$ cat src/rtl/pcs_tx.sv
// rtl/pcs_tx.sv - 1000BASE-X PCS transmit: GMII to code groups with idle, delimiters and K28.5 parity.
// Optional carrier extension (EXT state) is built when PCS_TX_CARRIER_EXT_EN is defined.
module pcs_tx (
    input  logic       clk_125,
    input  logic       reset_n,
    input  logic [7:0] mac_txd,
    input  logic       mac_tx_en,
    input  logic       mac_tx_er,
    input  logic       xcvr_tx_ready,
    output logic [7:0] xcvr_txd,
    output logic       xcvr_tx_datak,
    output logic       tx_even,
    output logic       tx_busy
);

    localparam logic [7:0] K28_5 = 8'hBC;
    localparam logic [7:0] D16_2 = 8'h50;
    localparam logic [7:0] CG_S  = 8'hFB;
    localparam logic [7:0] CG_T  = 8'hFD;
    localparam logic [7:0] CG_R  = 8'hF7;
    localparam logic [7:0] CG_V  = 8'hFE;

    typedef enum logic [3:0] {
        IDLE_K, IDLE_D, SOP, DATA, EOP_T, EOP_R, ALIGN_R, DROP
`ifdef PCS_TX_CARRIER_EXT_EN
        , EXT
`endif
    } state_t;

    state_t     r_state;
    state_t     w_nxt;
    state_t     w_idle;
    state_t     w_abort;
    logic       r_even;
    logic [7:0] r_txd;
    logic       r_tx_en;
    logic       r_tx_er;
    logic       r_pend;
    logic       r_ifg_ok;
    logic       r_kseen;
    logic       w_ne;
    logic       w_rise;
    logic       w_want;
    logic       w_ifg_ok;

    // r_state/r_txd describe the slot currently on the outputs; decisions use the
    // GMII inputs being sampled now and the parity of the slot about to start.
    assign w_ne     = ~r_even;
    assign w_rise   = mac_tx_en & ~r_tx_en;
    assign w_want   = mac_tx_en & (w_rise | r_pend);
    assign w_ifg_ok = r_ifg_ok | ((r_state == IDLE_D) & r_kseen);
    assign w_idle   = w_ne ? IDLE_K : IDLE_D;
    assign w_abort  = mac_tx_en ? DROP : w_idle;

    always_comb begin
        w_nxt = r_state;
        unique case (r_state)
            IDLE_K, IDLE_D: begin
                if (!xcvr_tx_ready && mac_tx_en)
                    w_nxt = DROP;
                else if (w_want && xcvr_tx_ready && w_ifg_ok && w_ne)
                    w_nxt = SOP;
                else
                    w_nxt = w_idle;
            end
            SOP, DATA: begin
                if (!xcvr_tx_ready)
                    w_nxt = w_abort;
                else if (!mac_tx_en)
                    w_nxt = EOP_T;
                else
                    w_nxt = DATA;
            end
            EOP_T: begin
                if (!xcvr_tx_ready) begin
                    w_nxt = w_abort;
                end else begin
                    w_nxt = EOP_R;
`ifdef PCS_TX_CARRIER_EXT_EN
                    if (!mac_tx_en && mac_tx_er)
                        w_nxt = EXT;
`endif
                end
            end
`ifdef PCS_TX_CARRIER_EXT_EN
            EXT: begin
                if (!xcvr_tx_ready)
                    w_nxt = w_abort;
                else if (!mac_tx_en && mac_tx_er)
                    w_nxt = EXT;
                else
                    w_nxt = EOP_R;
            end
`endif
            EOP_R: begin
                if (!xcvr_tx_ready)
                    w_nxt = w_abort;
                else
                    w_nxt = w_ne ? IDLE_K : ALIGN_R;
            end
            ALIGN_R: w_nxt = xcvr_tx_ready ? w_idle : w_abort;
            DROP:    w_nxt = mac_tx_en ? DROP : w_idle;
            default: w_nxt = w_idle;
        endcase
    end

    // r_pend remembers a start that arrived on the wrong parity or inside the
    // inter-frame gap; r_ifg_ok is set once a full K/D idle set has gone out.
    always_ff @(posedge clk_125 or negedge reset_n) begin
        if (!reset_n) begin
            r_state  <= IDLE_K;
            r_even   <= 1'b1;
            r_txd    <= 8'h00;
            r_tx_en  <= 1'b0;
            r_tx_er  <= 1'b0;
            r_pend   <= 1'b0;
            r_ifg_ok <= 1'b1;
            r_kseen  <= 1'b0;
        end else begin
            r_state  <= w_nxt;
            r_even   <= ~r_even;
            r_txd    <= mac_txd;
            r_tx_en  <= mac_tx_en;
            r_tx_er  <= mac_tx_er;
            r_pend   <= w_want && !(w_nxt inside {SOP, DATA, DROP});
            r_ifg_ok <= (w_nxt == EOP_T) ? 1'b0 : w_ifg_ok;
            r_kseen  <= (r_state == IDLE_K);
        end
    end

    always_comb begin
        xcvr_txd      = K28_5;
        xcvr_tx_datak = 1'b1;
        tx_busy       = 1'b0;
        unique case (r_state)
            IDLE_D: begin
                xcvr_txd      = D16_2;
                xcvr_tx_datak = 1'b0;
            end
            SOP: begin
                xcvr_txd = CG_S;
                tx_busy  = 1'b1;
            end
            DATA: begin
                tx_busy = 1'b1;
                if (r_tx_er) begin
                    xcvr_txd = CG_V;
                end else begin
                    xcvr_txd      = r_txd;
                    xcvr_tx_datak = 1'b0;
                end
            end
            EOP_T: begin
                xcvr_txd = CG_T;
                tx_busy  = 1'b1;
            end
`ifdef PCS_TX_CARRIER_EXT_EN
            EXT: begin
                xcvr_txd = (r_txd == 8'h0F) ? CG_R : CG_V;
                tx_busy  = 1'b1;
            end
`endif
            EOP_R, ALIGN_R: begin
                xcvr_txd = CG_R;
                tx_busy  = 1'b1;
            end
            DROP: begin
                if (!r_even) begin
                    xcvr_txd      = D16_2;
                    xcvr_tx_datak = 1'b0;
                end
            end
            default: begin
                xcvr_txd      = K28_5;
                xcvr_tx_datak = 1'b1;
            end
        endcase
    end

    assign tx_even = r_even;

endmodule
$ cat config.mk
export PLATFORM = sky130hd
export DESIGN_NAME = pcs_tx
export DESIGN_NICKNAME = d
export VERILOG_FILES = /design/src/rtl/pcs_tx.sv
export SDC_FILE = /design/constraint.sdc
export NUM_CORES = 1
export LEC_CHECK = 0
export BUFFER_PORTS_ARGS = -buffer_cell sky130_fd_sc_hd__buf_2
export CAP_MARGIN = 20
export CORE_MARGIN = 5
export CORE_UTILIZATION = 46
export CTS_CLUSTER_SIZE = 30
export DETAILED_ROUTE_END_ITERATION = 6
export PLACE_DENSITY_LB_ADDON = 0.25
export SKIP_LAST_GASP = 1
export SLEW_MARGIN = 0
export SYNTH_ARGS = -nofsm -noshare
export SYNTH_HDL_FRONTEND = slang
export SYNTH_SLANG_ARGS = --single-unit
$ cat constraint.sdc
create_clock -name clk_125 -period 1.4 [get_ports clk_125]
set_input_delay 0.07 -clock clk_125 [delete_from_list [all_inputs] [get_ports clk_125]]
set_output_delay 0.07 -clock clk_125 [all_outputs]
set_load 0.005 [all_outputs]
==> results.toml, run 1 <==
[grt]
grt_first_pass_wirelength_mm = 4.84
antenna_found_initial = 0
gr-total-overflow = 0
grt_max_degree = 18
grt_pass1_vias = 1079
grt_usage_pct = 20.2

[worst_hold_path]
hp-class = "in2reg"
hold_depth = 2
hp-start = "mac_tx_en"
hold_end = "r_tx_en"

[placed_design]
place_hpwl_mm = 1.86
io_buffers = 23
gp_congestion = 0.887
placed_cell_area_mm2 = 0.00129

[floorplanning]
core_area_mm2 = 0.00196
start_util_pct = 48.0
die_h_um = 55.2
dieWidth_um = 55.2
rows = 16
die-area_mm2 = 0.00305
io_pins = 24

[worst_setup_path]
worstPathMaxFanout = 6
arrival_ns = 1.99
r2r_start = "r_state[2]"
cp_common_cell = "buf_6"
crit_path_top_delay_cell = "dfrtp_2"
worstPathRequired_ns = 1.57
startpoint_type = "register"
rrSetupSlack_ns = -0.42
cp_slowest_stage_delay_ns = 0.49
end_kind = "register"
timing.rr.end = "r_pend"
cp_cell_sequence = "buf_6 -> buf_6 -> nand3b_1 -> o41ai_1 -> or3_4 -> o32ai_1"
reg2reg_depth = 6
critPathKind = "reg2reg"

[layout]
multiInputGateArea_um2 = 639
drive_above_1_share_pct = 65.4
final_cell_area_mm2 = 0.00186
fill_cells = 56
syn_to_final_growth_pct = 97.2
diodes = 0
final-seq-area_um2 = 430
nets = 198

[sta]
setup_ws_ns = -0.420
rsz0062_at_grt = "yes"
skew_ns = 0.00579
maxSlewViolCount = 0
setup_viol = 16
hold_viol = 0
slew_headroom_pct = 71.9
worst_slew_pin_slew_ns = 0.416
fmax_mhz = 549
fin_crit_sh_pct = 130
period_needed_ns = 1.82

[pwr]
internal_power_mw = 2.28
peakVddDrop_mv = 1.94
p_sw_mw = 1.62
total_power_mw = 3.90
power.density_mw_per_mm2 = 2100
combPwrFrac_pct = 74.7
clkPwrFrac_pct = 7.1
seqPwrFrac_pct = 18.2
leakage_nw = 0.872
swShare_pct = 41.6

[detailed_routing]
drt-pass1-iter-count = 4
first_iter_violations = 95
wl_mm = 4.61
wl_per_cell_um = 22.0
ant_nets = 0
post-route-drc-count = 0
routed_via_density = 5.89
vias = 1230

[clock_tree]
cts_tree = "done"
cts_root_buffer = "clkbuf_4"
cts_buffers = 3
insertion_delay_ns = 0.30
clk_pin_slew_ns = 0.11
clock_sinks = 17
cts_htree_levels = 1
clock_path_buffers = 2

[logic_synthesis]
synth_edf_count = 0
synth_nets = 116
yosysTopAreaCell = "dfrtp_1"
synthTopCellsByArea = "dfrtp_1 (40%), dfstp_2 (5.6%), o21ai_0 (5.3%), nand2_1 (4.0%), mux2i_1 (3.2%)"
syn-cell-area_um2 = 941
synth_top_area_share_pct = 39.9
ys_seq_area_share_pct = 45.5
async_flop_share_pct = 100
ys_types = 43
synth_common_cells = "dfrtp_1 (15), nand2_1 (10), o21ai_0 (10), nor2_1 (8), inv_1 (7)"
ys_ff_latch = 17
yosysMostFrequentCell = "dfrtp_1"
syn_avg_cell_area_um2 = 9.32
ys_warn_count = 0
synthFlopType = "dfrtp_1"
syn_inst = 101

[job]
cap_violations = 0

[status]
violations = "negative setup slack"
status = "finished, violations left"
## timing repair
| action | 4_1_cts | 5_1_grt |
|---|---|---|
| endpoints found under the setup margin | 14 | 15 |
| pin swaps | 4 | 24 |
| hold buffers | 10 | 0 |
| gates cloned | 0 | 0 |
| hold endpoints to repair | 26 | 0 |
| buffers inserted | 8 | 16 |
| resized for setup | 27 | 49 |
## cell type report
type                            instances  share of cell area, %
Clock inverter                          1                  0.270
Multi-Input combinational cell         70                   34.5
Clock buffer                            3                   1.21
Timing Repair Buffer                   84                   37.0
Inverter                                7                   2.09
Sequential cell                        17                   23.2
Tap cell                               27                   1.82
## kinds of logic after synthesis
group | Yosys count | synth area share, %
AO/OA/AOI/OAI | 27 | 17.8
adder cells (fa/ha/maj) | 2 | 2.66
buffers and inverters | 14 | 7.18
AND/OR/NAND/NOR | 38 | 23.7
multiplexers | 3 | 3.19
flip-flops | 17 | 45.5
## stage by stage
stage / cells / hold WS (ns) / setup slack, ns / setup TNS, ns / util [%]
3_5_place_dp: 174 / 0.000506 / -0.224 / -0.586 / 65.6
2_1_floorplan: 101 / -0.226 / -0.0444 / -0.0444 / -
3_3_place_gp: 174 / -0.00577 / -0.112 / -0.321 / 65.6
6_report: 209 / 0.0503 / -0.420 / -3.66 / 94.6
5_1_grt: 209 / 0.0523 / -0.429 / -4.25 / 94.6
4_1_cts: 196 / 0.0298 / -0.261 / -1.74 / 79.5
## layout by cell type (no fill, tap or decap), drive strengths merged, types with 2 or more instances in the layout
master | netlist | layout
buf | 5 | 74
nor2b | 3 | 3
or3 | 2 | 2
inv | 7 | 6
a31oi | 3 | 3
dfrtp | 15 | 15
o21ai | 10 | 10
nor2 | 8 | 8
clkbuf | 2 | 3
dlygate4sd3 | 0 | 10
nand4b | 2 | 2
a21oi | 5 | 5
mux2i | 3 | 3
dfstp | 2 | 2
clkinv | 0 | 2
nand2 | 10 | 10
ha | 2 | 2
## worst max-delay path, delay by kind of cell (launching register included)
kind / cells / cell delay, ns
AO/OA/AOI/OAI: 2 / 0.47
buffers and inverters: 2 / 0.26
flip-flops: 1 / 0.49
AND/OR/NAND/NOR: 2 / 0.46
## layer usage
metal | share of wire (%) | routed length, µm | track usage [%]
met1 | 41 | 1900 | 22.6
met3 | 6.2 | 286 | 3.96
met5 | 0 | 0 | 0
met4 | 5.8 | 269 | 10.4
met2 | 47 | 2150 | 35.8
## worst max path at each step
stage,startpoint,to,slack (ns),cells past startpoint
after floorplan,r_state[0],r_ifg_ok,-0.04,5
after global placement,r_state[2],r_ifg_ok,-0.11,4
after detailed placement,r_state[2],r_pend,-0.22,4
after CTS,r_state[2],xcvr_txd[3],-0.26,8
after global routing,r_state[2],r_pend,-0.43,6
final,r_state[2],r_pend,-0.42,6
## power groups by stage
| stage | clock network, mW | registers (mW) | logic (mW) |
|---|---|---|---|
| 2_1_floorplan | 0 | 0.627 | 0.794 |
| 3_3_place_gp | 0 | 0.676 | 1.44 |
| 3_5_place_dp | 0 | 0.682 | 1.47 |
| 4_1_cts | 0.265 | 0.674 | 1.85 |
| 5_1_grt | 0.306 | 0.711 | 3.03 |
| 6_report | 0.277 | 0.708 | 2.91 |
## sequential cells by signal, indices dropped and copies added, names as in the netlist
name,count
r_tx_er,1
r_tx_en,1
r_ifg_ok,1
r_pend,1
r_state,3
r_kseen,1
r_txd,8
tx_even,1
No activity file was read; power rests on OpenSTA's default activity.
==> inputs of run 2 (changes only) <==
BUFFER_PORTS_ARGS = -buffer_cell sky130_fd_sc_hd__clkbuf_2   (was -buffer_cell sky130_fd_sc_hd__buf_2)
==> run 2 against run 1 <==
Against the previous run: the run still ends with negative setup slack left; die area stayed put; clock power is 9.7% lower; critical path type is now reg2out; power is 24% lower; global-route usage is 2.7 points lower; core utilization is 13 points lower; first-iteration DRC count is 47% lower; design area is 14% lower; flip-flop and latch count stayed put; count of clock-buffer cells in the layout stayed put; clock skew is 0.0027 ns lower; critical endpoint is now xcvr_txd[6].
==> results.toml, run 2 (synthesized netlist as in run 1, its figures left out) <==
[grt]
grt_max_degree = 18
antenna_found_initial = 0
grt_pass1_vias = 983
grt_usage_pct = 17.4
gr-total-overflow = 0
grt_first_pass_wirelength_mm = 4.45

[sta]
slew_headroom_pct = 72.7
setup_viol = 13
fmax_mhz = 606
setup_ws_ns = -0.251
maxSlewViolCount = 0
skew_ns = 0.00311
fin_crit_sh_pct = 118
rsz0062_at_grt = "yes"
hold_viol = 0
holdWs_ns = 0.0595
period_needed_ns = 1.65
worst_slew_pin_slew_ns = 0.409

[worst_setup_path]
arrival_ns = 1.58
path_buf_inv = 2
critPathKind = "reg2out"
crit_family = "flip-flops"
crit_start = "r_state[2]"
worstPathMaxFanout = 5
crit_path_top_delay_cell = "dfrtp_2"
cp_cell_sequence = "buf_4 -> or3_1 -> o21ai_0 -> a31oi_1 -> clkbuf_2"
r2r_start = "r_state[2]"
cp_slowest_stage_delay_ns = 0.46
end_kind = "primary output"
worstPathRequired_ns = 1.33
startpoint_type = "register"

[worst_hold_path]
hp-class = "in2reg"
hp-start = "mac_tx_en"

[layout]
final_cell_area_mm2 = 0.00160
final_cell_mix = "buf_4 (23), clkbuf_2 (20), buf_6 (13)"
diodes = 0
largest_reg_flops = 8
layout_commonest_cell = "buf_4"
top_register = "r_txd"
syn_to_final_growth_pct = 69.8
nets = 183
drive_above_1_share_pct = 56.9
reg_top3 = "r_txd (8), r_state (3)"

[clock_tree]
insertion_delay_ns = 0.28
cts_htree_levels = 1
clock_path_buffers = 2
cts_tree = "done"
clk_pin_slew_ns = 0.09
cts_buffers = 3
clock_sinks = 17
cts_root_buffer = "clkbuf_4"

[pwr]
leakage_nw = 0.753
total_power_mw = 2.96
peakVddDrop_mv = 1.10
power.density_mw_per_mm2 = 1850

[floorplanning]
io_pins = 24
dieWidth_um = 55.2
start_util_pct = 48.0
die_h_um = 55.2
core_area_mm2 = 0.00196
die-area_mm2 = 0.00305
rows = 16

[status]
violations = "negative setup slack"
status = "finished, violations left"

[detailed_routing]
wl_mm = 3.15
first_iter_violations = 50
routed_via_density = 5.24
vias = 1016
post-route-drc-count = 0
drt-pass1-iter-count = 4
wl_per_cell_um = 16.2
ant_nets = 0

[placed_design]
place_hpwl_mm = 1.76
io_buffers = 23
placed_cell_area_mm2 = 0.00125
gp_congestion = 0.883

[job]
cap_violations = 0
## run 2: what timing repair did
action,CTS,global route
gates cloned,0,0
pin swaps,3,8
endpoints found under the hold margin,24,0
resized for setup,20,31
hold buffers,10,0
setup endpoints to repair,14,14
buffers inserted,5,6
## run 2: power breakdown
group	total (mW)	internal [mW]	switching, mW
registers	0.691	0.595	0.0964
logic	2.02	1.10	0.915
clock network	0.250	0.106	0.144
total	2.96	1.80	1.16
## run 2: worst register-to-register path, stage by stage, from the launching register on
cell and delay [ns]:
dfrtp_2 0.46, buf_6 0.14, or4b_4 0.52, nor4_4 0.13, or3_4 0.18, o32a_1 0.15
## run 2: per-layer routing
layer	wire length [µm]	track usage [%]	part of all wire [%]	vias up
met4	21	2.08	0.67	0
li1	-	-	-	489
met5	0	0	0	-
met1	1360	23.5	43	478
met2	1630	30.2	52	45
met3	135	2.80	4.3	4
## run 2: final timing paths
check                      cells after the start  slack [ns]     endpoint
setup / recovery                               5       -0.25  xcvr_txd[6]
hold / removal                                 2        0.06      r_tx_en
setup reg to reg                               5       -0.23     r_ifg_ok
hold reg to reg                                1        0.54     r_ifg_ok
max in group asynchronous                      2        0.80     r_ifg_ok
min in group asynchronous                      2        0.27     r_txd[5]
## run 2: per-stage QoR
step,util [%],setup TNS [ns],instances,setup WS (ns)
finish,81.4,-1.60,194,-0.251
global placement,63.6,-0.533,169,-0.150
CTS,74.6,-1.53,188,-0.268
floorplan,-,-0.0444,101,-0.0444
global route,81.4,-2.36,194,-0.304
detailed placement,63.6,-0.629,169,-0.164
## run 2: cell type report
type	count	area, µm²
inverters	7	28.8
well taps	27	33.8
fillers	112	364
clock buffers	3	22.5
clock inverters	1	5.00
flip-flops and latches	17	433
multi-input cells	70	541
repair buffers	69	534
==> inputs of run 3 (changes only) <==
ABC_AREA = 1   (was unset)
CELL_PAD_IN_SITES_DETAIL_PLACEMENT = 1   (was unset)
CELL_PAD_IN_SITES_GLOBAL_PLACEMENT = 1   (was unset)
CORE_UTILIZATION = 32   (was 46)
==> run 3 against run 2 <==
Against the previous run: the flow still finishes with violations (negative setup slack); die area is 29% higher; critical path depth is 1 higher; synthesized cell count is 18% higher; global-route usage is 1.8 points higher; sequential share of layout area is 0.52 points lower; largest cell class unchanged.
==> results.toml, run 3 <==
[clock_tree]
clock_sinks = 17
cts_htree_levels = 1
cts_buffers = 3
cts_root_buffer = "clkbuf_4"
cts_tree = "done"
clock_path_buffers = 2
clk_pin_slew_ns = 0.11
insertion_delay_ns = 0.31

[job]
cap_violations = 0

[layout]
top_register = "r_txd"
reg_top3 = "r_txd (8), r_state (3)"
syn_to_final_growth_pct = 82.3
largest_reg_flops = 8
instances_no_fill = 218
fill_cells = 329
diodes = 0
nets = 203
fin_util_pct = 59.9
drive_above_1_share_pct = 54.5
final_cell_mix = "clkbuf_2 (22), buf_4 (20), nand2_1 (18)"
layout_commonest_cell = "clkbuf_2"

[worst_setup_path]
crit_path_top_delay_cell = "dfrtp_2"
worstPathMaxFanout = 5
crit_family = "flip-flops"
worstPathRequired_ns = 1.33
cp_common_cell = "buf_4"
rrSetupSlack_ns = -0.18
path_buf_inv = 4
critPathKind = "reg2out"
startpoint_type = "register"
reg2reg_depth = 11
r2r_start = "r_state[2]"
end_kind = "primary output"
timing.rr.end = "r_ifg_ok"
cp_cell_sequence = "buf_6 -> nor2_4 -> buf_4 -> buf_4 -> o211ai_1 -> clkbuf_2"
arrival_ns = 1.56
cp_slowest_stage_delay_ns = 0.50

[sta]
setup_viol = 14
maxSlewViolCount = 0
period_needed_ns = 1.63
skew_ns = 0.0156
fin_crit_sh_pct = 117
worst_slew_pin_slew_ns = 0.442
final.setup.tns_ns = -2.22
rsz0062_at_grt = "yes"
fmax_mhz = 613
slew_headroom_pct = 70.6
hold_viol = 0
setup_ws_ns = -0.232

[detailed_routing]
wl_met3_um = 123
vias = 1087
wl_mm = 4.12
top_layer = "met4"
first_iter_violations = 74
wl_met2_mm = 2.26
wl_per_cell_um = 18.9
wl_met1_mm = 1.56
drt-pass1-iter-count = 4
ant_nets = 0
routed_via_density = 4.99
post-route-drc-count = 0

[grt]
antenna_found_initial = 0
grt_pass1_vias = 1207
grt_first_pass_wirelength_mm = 5.93
gr-total-overflow = 0
grt_max_degree = 18
grt_usage_pct = 19.3

[floorplanning]
rows = 19
io_pins = 24
core_area_mm2 = 0.00271
die_h_um = 62.8
start_util_pct = 32.9
dieWidth_um = 62.8
die-area_mm2 = 0.00394

[logic_synthesis]
ys_warn_count = 0
synth_common_cells = "nand2_1 (28), nor2_1 (20), inv_1 (18), dfrtp_1 (15), nand3_1 (10)"
yosysTopAreaCell = "dfrtp_1"
synthFlopType = "dfrtp_1"
yosysMostFrequentCell = "nand2_1"
syn_inst = 119
synth_nets = 134
ys_types = 17
synthTopCellsByArea = "dfrtp_1 (42%), nand2_1 (12%), nor2_1 (8.4%), inv_1 (7.6%), dfstp_2 (5.9%)"
synth_edf_count = 0
ys_ff_latch = 17
async_flop_share_pct = 100
synth_top_area_share_pct = 42.1
syn-cell-area_um2 = 891
ys_seq_area_share_pct = 48.0
syn_avg_cell_area_um2 = 7.49

[pwr]
total_power_mw = 3.25
leakage_nw = 0.823
peakVddDrop_mv = 1.13
power.density_mw_per_mm2 = 2000

[worst_hold_path]
hp-start = "mac_tx_en"
hp-class = "in2reg"
hold_end = "r_pend"
hold_depth = 3

[placed_design]
io_buffers = 23
dp.cells = 181
gp_congestion = 0.812
place_hpwl_mm = 2.11

[status]
status = "finished, violations left"
violations = "negative setup slack"
## run 3: changes by cell type after synthesis, sizes merged, moves of 2 or more
cell    delta
nand4      +2
o21ai      -4
inv       +11
or3        -2
buf        -2
nor3       +2
nor2      +12
nand2     +18
nand3      +9
clkbuf     -2
nor2b      -3
mux2i      -3
nand4b     -2
## run 3: final cells by class
cell class                 count  area (µm²)  share of cell area [%]
multi-input combinational     81         533                    32.8
timing repair buffer          67         522                    32.1
sequential                    17         432                    26.6
inverter                      18        72.6                    4.47
tap                           31        38.8                    2.39
clock buffer                   4        26.3                    1.62
## run 3: through the flow
stage | cell area [µm²] | setup slack [ns] | hold WS (ns)
after CTS | 1440 | -0.142 | 0.105
after floorplan | 891 | 0.169 | -0.226
after global placement | 1100 | -0.0967 | 0.0175
final | 1620 | -0.232 | 0.141
after detailed placement | 1100 | -0.139 | 0.0215
after global routing | 1620 | -0.306 | 0.139
## run 3: worst max path at each step
stage / from / end / slack, ns / cells past startpoint
6_report: r_state[2] / xcvr_tx_datak / -0.23 / 6
5_1_grt: r_state[2] / r_ifg_ok / -0.31 / 11
4_1_cts: r_state[1] / xcvr_txd[5] / -0.14 / 6
3_5_place_dp: r_state[1] / r_ifg_ok / -0.14 / 9
3_3_place_gp: r_state[1] / r_ifg_ok / -0.1 / 9
2_1_floorplan: tx_even / r_ifg_ok / 0.17 / 9
## run 3: timing repair
action | in CTS | in global routing
endpoints found under the hold margin | 25 | 0
hold buffers | 11 | 0
buffers inserted | 11 | 12
pin swaps | 8 | 18
setup endpoints to repair | 12 | 13
resized for setup | 35 | 33
## run 3: routing by layer
metal / vias up / global-route usage (%)
met5: - / 0
met4: 0 / 7.96
met3: 13 / 3.06
met2: 25 / 36.4
met1: 532 / 20.9
li1: 517 / -
## run 3: worst reg2reg max path: stages (launching register included)
cell and delay, ns:
dfrtp_2 0.50, buf_6 0.15, nor2_4 0.18, buf_6 0.12, nand2_2 0.05, nor2_1 0.08
nand2_1 0.08, nand2_1 0.07, inv_1 0.05, nand2_2 0.10, nor2_2 0.04, nor2_1 0.10
## run 3: power by group
part           total, mW  switching, mW  internal (mW)
Clock              0.285          0.173          0.112
Sequential         0.730          0.132          0.598
Combinational       2.23           1.12           1.11
## run 3: kinds of logic (layout without fill, tap and decap cells)
| group | after synthesis | in the layout | share of synthesized area [%] |
|---|---|---|---|
| AND/OR/NAND/NOR | 63 | 63 | 29.1 |
| flip-flops | 17 | 17 | 48.0 |
| adder cells (fa/ha/maj) | 2 | 2 | 2.81 |
| buffers and inverters | 21 | 89 | 10.3 |
| AO/OA/AOI/OAI | 16 | 16 | 9.83 |
